==> src/rtl/cpu_pkg.sv <==
// Shared definitions for the MIPS front end and decode: fetch FSM states,
// instruction field positions and the opcode/func constants both stages use.
package cpu_pkg;

  typedef enum logic [1:0] {
    WAIT = 2'd0,
    HOLD = 2'd1,
    HALT = 2'd2
  } fetch_state_e;

  localparam int unsigned OPCODE_MSB = 31;
  localparam int unsigned OPCODE_LSB = 26;
  localparam int unsigned FUNC_MSB   = 5;
  localparam int unsigned FUNC_LSB   = 0;

  localparam logic [5:0] RTYPE   = 6'h00;
  localparam logic [5:0] SYSCALL = 6'h0c;
  localparam logic [5:0] ADD     = 6'h20;

  localparam logic [31:0] DEFAULT_RESET_PC = 32'h0000_0000;

  function automatic logic is_syscall(input logic [31:0] word);
    return (word[OPCODE_MSB:OPCODE_LSB] == RTYPE) &&
           (word[FUNC_MSB:FUNC_LSB] == SYSCALL);
  endfunction

endpackage

==> src/rtl/pc_next.sv <==
// Next-PC select for the fetch stage: hold on halt, aligned redirect target,
// otherwise sequential pc+4 wrapping modulo 2^ADDR_W.
module pc_next
  import cpu_pkg::*;
#(
  parameter int unsigned ADDR_W = 32
) (
  input  logic [ADDR_W-1:0] pc,
  input  logic              halt,
  input  logic              redirect,
  input  logic [ADDR_W-1:0] redirect_target,
  output logic [ADDR_W-1:0] pc_plus4,
  output logic [ADDR_W-1:0] next_pc
);

  always_comb begin
    pc_plus4 = pc + ADDR_W'(4);
    if (halt) begin
      next_pc = pc;
    end else if (redirect) begin
      next_pc = redirect_target & ~ADDR_W'(3);
    end else begin
      next_pc = pc_plus4;
    end
  end

endmodule

==> src/rtl/inst_fetch_unit.sv <==
// Fetch stage: requests the word at pc, holds it for decode until acknowledged,
// then steps, redirects or halts according to what decode reports.
module inst_fetch_unit
  import cpu_pkg::*;
#(
  parameter int unsigned      ADDR_W   = 32,
  parameter int unsigned      INST_W   = 32,
  parameter logic [ADDR_W-1:0] RESET_PC = ADDR_W'(DEFAULT_RESET_PC)
) (
  input  logic              clk,
  input  logic              rst,
  output logic              imem_req,
  output logic [ADDR_W-1:0] imem_addr,
  input  logic              imem_ready,
  input  logic [INST_W-1:0] imem_rdata,
  output logic [INST_W-1:0] inst,
  output logic [5:0]        opcode,
  output logic [5:0]        func,
  output logic              inst_valid,
  input  logic              inst_ack,
  input  logic              redirect,
  input  logic [ADDR_W-1:0] redirect_target,
  input  logic              halted,
  output logic [ADDR_W-1:0] pc,
  output logic [ADDR_W-1:0] pc_plus4,
  output logic              fetch_halted,
  output logic [31:0]       inst_count
);

  fetch_state_e      state_q, state_d;
  logic [ADDR_W-1:0] pc_q, pc_d;
  logic              imem_req_q, imem_req_d;
  logic [ADDR_W-1:0] imem_addr_q, imem_addr_d;
  logic [INST_W-1:0] inst_q, inst_d;
  logic              inst_valid_q, inst_valid_d;
  logic              fetch_halted_q, fetch_halted_d;
  logic [31:0]       inst_count_q, inst_count_d;
  logic [ADDR_W-1:0] next_pc;

  pc_next #(
    .ADDR_W(ADDR_W)
  ) u_pc_next (
    .pc              (pc_q),
    .halt            (halted),
    .redirect        (redirect),
    .redirect_target (redirect_target),
    .pc_plus4        (pc_plus4),
    .next_pc         (next_pc)
  );

  always_comb begin
    state_d        = state_q;
    pc_d           = pc_q;
    imem_req_d     = imem_req_q;
    imem_addr_d    = imem_addr_q;
    inst_d         = inst_q;
    inst_valid_d   = inst_valid_q;
    fetch_halted_d = fetch_halted_q;
    inst_count_d   = inst_count_q;

    unique case (state_q)
      WAIT: begin
        // Request is raised one cycle after reset/redirect, so ready is only
        // honoured once imem_req is actually visible to memory.
        imem_req_d  = 1'b1;
        imem_addr_d = pc_q;
        if (imem_req_q && imem_ready) begin
          inst_d       = imem_rdata;
          inst_valid_d = 1'b1;
          imem_req_d   = 1'b0;
          state_d      = HOLD;
        end
      end
      HOLD: begin
        if (inst_ack) begin
          inst_count_d = inst_count_q + 32'd1;
          inst_valid_d = 1'b0;
          pc_d         = next_pc;
          if (halted) begin
            fetch_halted_d = 1'b1;
            imem_req_d     = 1'b0;
            state_d        = HALT;
          end else begin
            imem_req_d  = 1'b1;
            imem_addr_d = next_pc;
            state_d     = WAIT;
          end
        end
      end
      HALT: begin
        imem_req_d     = 1'b0;
        inst_valid_d   = 1'b0;
        fetch_halted_d = 1'b1;
      end
      default: begin
        state_d = WAIT;
      end
    endcase
  end

  always_ff @(posedge clk) begin
    if (rst) begin
      state_q        <= WAIT;
      pc_q           <= RESET_PC;
      imem_req_q     <= 1'b0;
      imem_addr_q    <= RESET_PC;
      inst_q         <= '0;
      inst_valid_q   <= 1'b0;
      fetch_halted_q <= 1'b0;
      inst_count_q   <= '0;
    end else begin
      state_q        <= state_d;
      pc_q           <= pc_d;
      imem_req_q     <= imem_req_d;
      imem_addr_q    <= imem_addr_d;
      inst_q         <= inst_d;
      inst_valid_q   <= inst_valid_d;
      fetch_halted_q <= fetch_halted_d;
      inst_count_q   <= inst_count_d;
    end
  end

  assign imem_req     = imem_req_q;
  assign imem_addr    = imem_addr_q;
  assign inst         = inst_q;
  assign opcode       = inst_q[OPCODE_MSB:OPCODE_LSB];
  assign func         = inst_q[FUNC_MSB:FUNC_LSB];
  assign inst_valid   = inst_valid_q;
  assign pc           = pc_q;
  assign fetch_halted = fetch_halted_q;
  assign inst_count   = inst_count_q;

  // Acks are legal only against a presented instruction; HALT ignores them.
  ack_without_valid: assert property (@(posedge clk) disable iff (rst)
    !(inst_ack && !inst_valid_q && state_q != HALT));

endmodule

==> config.mk <==
export PLATFORM = sky130hd
export DESIGN_NAME = inst_fetch_unit
export DESIGN_NICKNAME = d
export VERILOG_FILES = /design/src/rtl/cpu_pkg.sv /design/src/rtl/pc_next.sv /design/src/rtl/inst_fetch_unit.sv
export SDC_FILE = /design/constraint.sdc
export NUM_CORES = 1
export LEC_CHECK = 0
export ABC_CLOCK_PERIOD_IN_PS = 3690
export CORE_ASPECT_RATIO = 0.5
export CORE_MARGIN = 2
export CORE_UTILIZATION = 45
export DETAILED_ROUTE_END_ITERATION = 8
export DONT_BUFFER_PORTS = 1
export SLEW_MARGIN = 20
export SYNTH_ARGS = -nofsm -noshare
export SYNTH_HDL_FRONTEND = slang
export SYNTH_HIERARCHICAL = 1
export SYNTH_SLANG_ARGS = --single-unit
==> constraint.sdc <==
create_clock -name clk -period 3.69 [get_ports clk]
set_input_delay 0.738 -clock clk [delete_from_list [all_inputs] [get_ports clk]]
set_output_delay 0.738 -clock clk [all_outputs]
set_load 0.03 [all_outputs]
== Word level (Yosys, flattened, before mapping) ==
Cells that the tools add are included.
Word-level totals
  bits in registers: 133
  bits of input ports: 70
  output and inout port bits: 175
Cells by class
  add/subtract/negate cells: 2
  equality and inequality tests: 6
  mux-type cells: 19
  bitwise operators: 1
  reduce and logical (&&, ||, !) cells: 12
Operator list (number)
  32-bit 2-to-1 mux: 4
  32-bit one-hot mux with 2 select lines: 1
  32-bit by 1-bit adder with 32-bit output, second input constant: 1
  32-bit by 3-bit adder with 32-bit output, second input constant: 1
  3-bit AND reduction: 4
  2-bit inequality test, second input constant: 4
  1-bit 2-to-1 mux: 7
  2-bit 2-to-1 mux: 3
  1-bit one-hot mux with 3 select lines: 2
  2-bit one-hot mux with 3 select lines: 1
  2-bit AND reduction: 3
  2-bit nonzero test: 2
  3-bit nonzero test: 1
  2-bit by 1-bit equality test with 1-bit output, second input constant: 1
  2-bit equality test, second input constant: 1
  2-bit logical NOT: 1
  1-bit one-hot mux with 2 select lines: 1
  1-bit logical AND: 1
  1-bit NOT: 1

== Depth between registers and ports, before layout ==
  depth in word-level cells: 6
  depth in mapped cells: 9
  mapped depth without buffers: 7

== Hierarchy ==
The synthesis kept the hierarchy.
By module, submodules not included
  inst_fetch_unit: times used 1, cells each 649, area each 5475.3 sq um, seq. area each 2662.6 sq um
  pc_next: times used 1, cells each 256, area each 1637.8 sq um, seq. area each 0.0 sq um

== Worst setup path before layout ==
No wires, ideal clock.
  path type: reg2out
  start: register pc_q[6] (netlist: pc[6])
  end: output port pc_plus4[31]
  arrival: 2.341 ns
  required time: 2.952 ns
  setup slack: 0.611 ns
  stages on the path, launching flop included: 7
  buffers on the path: 2
  cell sequence: dfxtp_1 -> clkbuf_8 -> nand4_1 -> clkbuf_1 -> nor4_1 -> nand4_1 -> xnor2_1
Between the ends
  cells in the longest elaborated chain, start to end: 1
RTL lines
  start: declaration: RTL line inst_fetch_unit.sv:31  | logic [ADDR_W-1:0] pc_q, pc_d;
  start signal: assignment: RTL line inst_fetch_unit.sv:113  | pc_q <= pc_d;
  32-bit by 3-bit adder with 32-bit output: RTL line pc_next.sv:17  | pc_plus4 = pc + ADDR_W'(4);
  end: declaration: RTL line inst_fetch_unit.sv:25  | output logic [ADDR_W-1:0] pc_plus4,
Every way passes these cells.

== Worst setup path in the final report ==
  start: register pc_q[8] (netlist: pc[8])
  end: output port pc_plus4[24]
Same word-level chain as after synthesis.

==> impl_metrics.ini <==
[finish]
multi_input_gate_area_um2 = 3960
n_antenna_cell = 0
nNetsFinal = 964
fillCellCount = 1492
drive_gt1_frac = 0.110
areaGrowthSynthToFinish_pct = 9.80
final-seq-area_um2 = 2660

[worst_hold_path]
hold_path.class = input port to flop
hold_path.startpoint = rst
hold_critical_path_endpoint = inst_count[25]$_SDFFE_PP0P_
timing.hold.worst_path_depth = 1

[synth]
synth_top_cells_by_count = sky130_fd_sc_hd__nand2_1 (159), sky130_fd_sc_hd__dfxtp_1 (133), sky130_fd_sc_hd__a21oi_1 (96)
synth_simple_gate_area_share = 0.250
synthAdderAreaFrac = 0.0106
synth-warning-count = 6
number_of_flops_mapped_to_enable_cells_by_yosys = 0
yosys_most_used_dff = sky130_fd_sc_hd__dfxtp_1
ys_seq_area_frac = 0.374
post-synth-top-count-cell = sky130_fd_sc_hd__nand2_1
synth_cell_type_count = 56
synth_top_family_by_area = simple AND/OR/NAND/NOR gates
synth_mux_area_frac = 0.0558
ys_ff_latch = 133
avgSynthCellArea_um2 = 7.86
yosys.area_share.xor_xnor = 0.0468
post_synth_inst_count = 905
synthesis.nets = 981
synth.largest_area_cell = sky130_fd_sc_hd__dfxtp_1
postSynth.asyncResetShare = 0
post_synth_instance_area_um2 = 7110
synth_compound_gate_area_share = 0.189
netlist.area_leader.share = 0.374
post_synth_main_area_contributors = sky130_fd_sc_hd__dfxtp_1 (37%), sky130_fd_sc_hd__nand2_1 (8.4%), sky130_fd_sc_hd__a21oi_1 (6.8%)

[critical_path]
worst-endpoint-required_ps = 2950
worst_setup_path_end_kind = output port
critPathMaxStageDelay_ps = 670
cp_cell_sequence = nand4_1 -> or4_1 -> nor3_1 -> xor2_1 -> buf_4
critical_path_arrival_ps = 2680
worst-r2r-setup-slack_ps = 900
critical_path_class = flop to output port
reg2reg_from = pc[8]$_SDFFE_PP0P_
crit_path_top_delay_cell = sky130_fd_sc_hd__or4_1
r2r_end = imem_addr[19]$_SDFFE_PP0P_
worst-path-max-fanout = 8
worst_setup_path_startpoint = pc[8]$_SDFFE_PP0P_
critical_path.startpoint_type = flop
r2r.worst_path.cells = 7

[route]
antenna_violating_nets_post_route = 0
drt_first_pass_iters = 5
wirelength_um = 20100
drc_violations = 0
initialDrtViolationCount = 421
via_count = 6498
drt-vias-per-instance = 5.89
wl_cell_um = 18.3

[floorplanning]
io_pins = 245
die_w_um = 182
die_y_um = 92.9
design.die.area_um2 = 16900
initial_core_util = 0.461
num_rows = 32
floorplan.core_area_um2 = 15400

[clock_network]
clock_sinks = 133
clock_insertion_delay_worst_skew_ps = 410
cts.reportedPaths.clkPinSlew_ps = 60
clock-root-buffer = sky130_fd_sc_hd__clkbuf_16
cts_inserted_buffers = 17
htree_levels = 4
tritoncts = yes
clock_tree.buffer_depth = 2

[status]
result_of_the_run = completed

[pwr]
power_frac_clock = 0.297
p_per_area_nw_per_um2 = 655
intPower_w = 0.00303
finalPower_w = 0.00511
switchingPower_w = 0.00208
power.share.sequential = 0.471
power_leakage_nw = 2.70
proportion_of_total_power_due_to_net_switching = 0.408
peakVddDrop_uv = 367
comb_power_share = 0.231

[timing]
post-route-min-period_ps = 3420
final.setup.tns_ps = 0
fin_worst_skew_ps = 9.42
tightest_slew_ps = 787
setup_viol = 0
grt_setup_unrepaired = false
post-route-period-util = 0.926
report.final.hold_viol_count = 0
number_of_max_slew_violations_in_the_final_report = 0
slew_headroom = 0.472
fmax_mhz = 293

[job]
number_of_violations_of_the_max_capacitance_limit = 0

[placement]
dp.final_hpwl_um = 13400
place_congestion = 0.872
placement.io_buffers = 0

[global_route]
overflow = 0
antenna_violations_before_repair = 0
track_usage = 0.235
grt_pass1_wl_um = 31600
first_global_vias = 5965
pin_count_of_the_biggest_net_entering_global_routing = 139
-- per-layer routing --
layer  routed length (um)  part of all wire  global-route usage  up-vias
li1                     -                 -                   -     3178
met4                  428             0.021              0.0901        0
met5                    0                 0                   0        -
met2                 9180              0.46               0.377      222
met1                 8890              0.44               0.290     3062
met3                 1650             0.082              0.0869       36
-- power by group through the flow --
stage | Sequential [W] | Clock (W) | Combinational (W)
after global placement | 0.00245 | 0 | 0.00117
after detailed placement | 0.00245 | 0 | 0.00119
after CTS | 0.00242 | 0.00156 | 0.00119
after global routing | 0.00245 | 0.00162 | 0.00133
final | 0.00241 | 0.00152 | 0.00118
after floorplan | 0.00236 | 0 | 0.00101
-- placed cells by master, fill, tap and decap left out, drive strengths merged, types with 2 or more instances in the layout --
cell type	count
a31oi	2
inv	16
nor3	22
or3	12
o21ai	18
nand4	25
o2bb2ai	6
clkbuf	26
mux2	5
clkinv	3
and4	4
and3	12
buf	47
o31ai	5
nand2b	2
o211ai	7
o21bai	6
xor2	19
o22ai	4
a211oi	33
or2	2
xnor2	19
a21oi	96
dfxtp	133
nor2b	8
ha	6
a22oi	19
nand3	25
nor4	10
and2	8
nand2	159
nor2	74
or4	12
o311ai	8
mux2i	34
a41o	2
-- metrics by stage --
stage	hold WS, ps	util	setup slack, ps	instances	instance area [um^2]
2_1_floorplan	519	-	611	905	7110
3_3_place_gp	543	0.472	685	1073	7270
3_5_place_dp	579	0.472	670	1073	7270
4_1_cts	382	0.506	207	1103	7800
5_1_grt	392	0.507	195	1103	7810
6_report	405	0.507	272	1103	7810
-- worst max-delay path: cells and delay by family, from the launching register on --
family	cells	cell delay, ps
XOR/XNOR	1	180
AND/OR/NAND/NOR	3	1260
buffers and inverters	1	180
flip-flops	1	650
-- cell families after synthesis --
| logic type | after synthesis |
|---|---|
| xor gates and xnor gates | 38 |
| and+or+nand+nor | 376 |
| buffers and inverters | 99 |
| muxes | 39 |
| adders and majority gates | 6 |
| DFF | 133 |
| AOI/OAI and AO/OA | 214 |
-- cell type report --
| class | instances | area share |
|---|---|---|
| well taps | 204 | 0.0327 |
| repair buffers | 47 | 0.0452 |
| multi-input cells | 673 | 0.507 |
| flip-flops and latches | 133 | 0.341 |
| clock inverters | 4 | 0.00288 |
| clock buffers | 26 | 0.0639 |
| inverters | 16 | 0.00769 |
-- sequential cells by signal (all words and copies together) (netlist names) --
register	flops
fetch_halted	1
state_q	2
imem_addr	32
inst	32
imem_req	1
inst_count	32
pc	32
inst_valid	1
-- worst max-delay path by stage --
stage	endpoint	slack, ps
CTS	pc_plus4[31]	210
detailed placement	pc_plus4[31]	670
global placement	pc_plus4[30]	680
floorplan	pc_plus4[31]	610
global route	pc_plus4[31]	200
finish	pc_plus4[24]	270
-- repair_timing --
| action | CTS | global route |
|---|---|---|
| setup buffers | 0 | 0 |
| gates resized for setup | 0 | 2 |
| endpoints found under the setup margin | 0 | 3 |
| hold buffers | 0 | 0 |
Power figures use the tool's default switching activity.
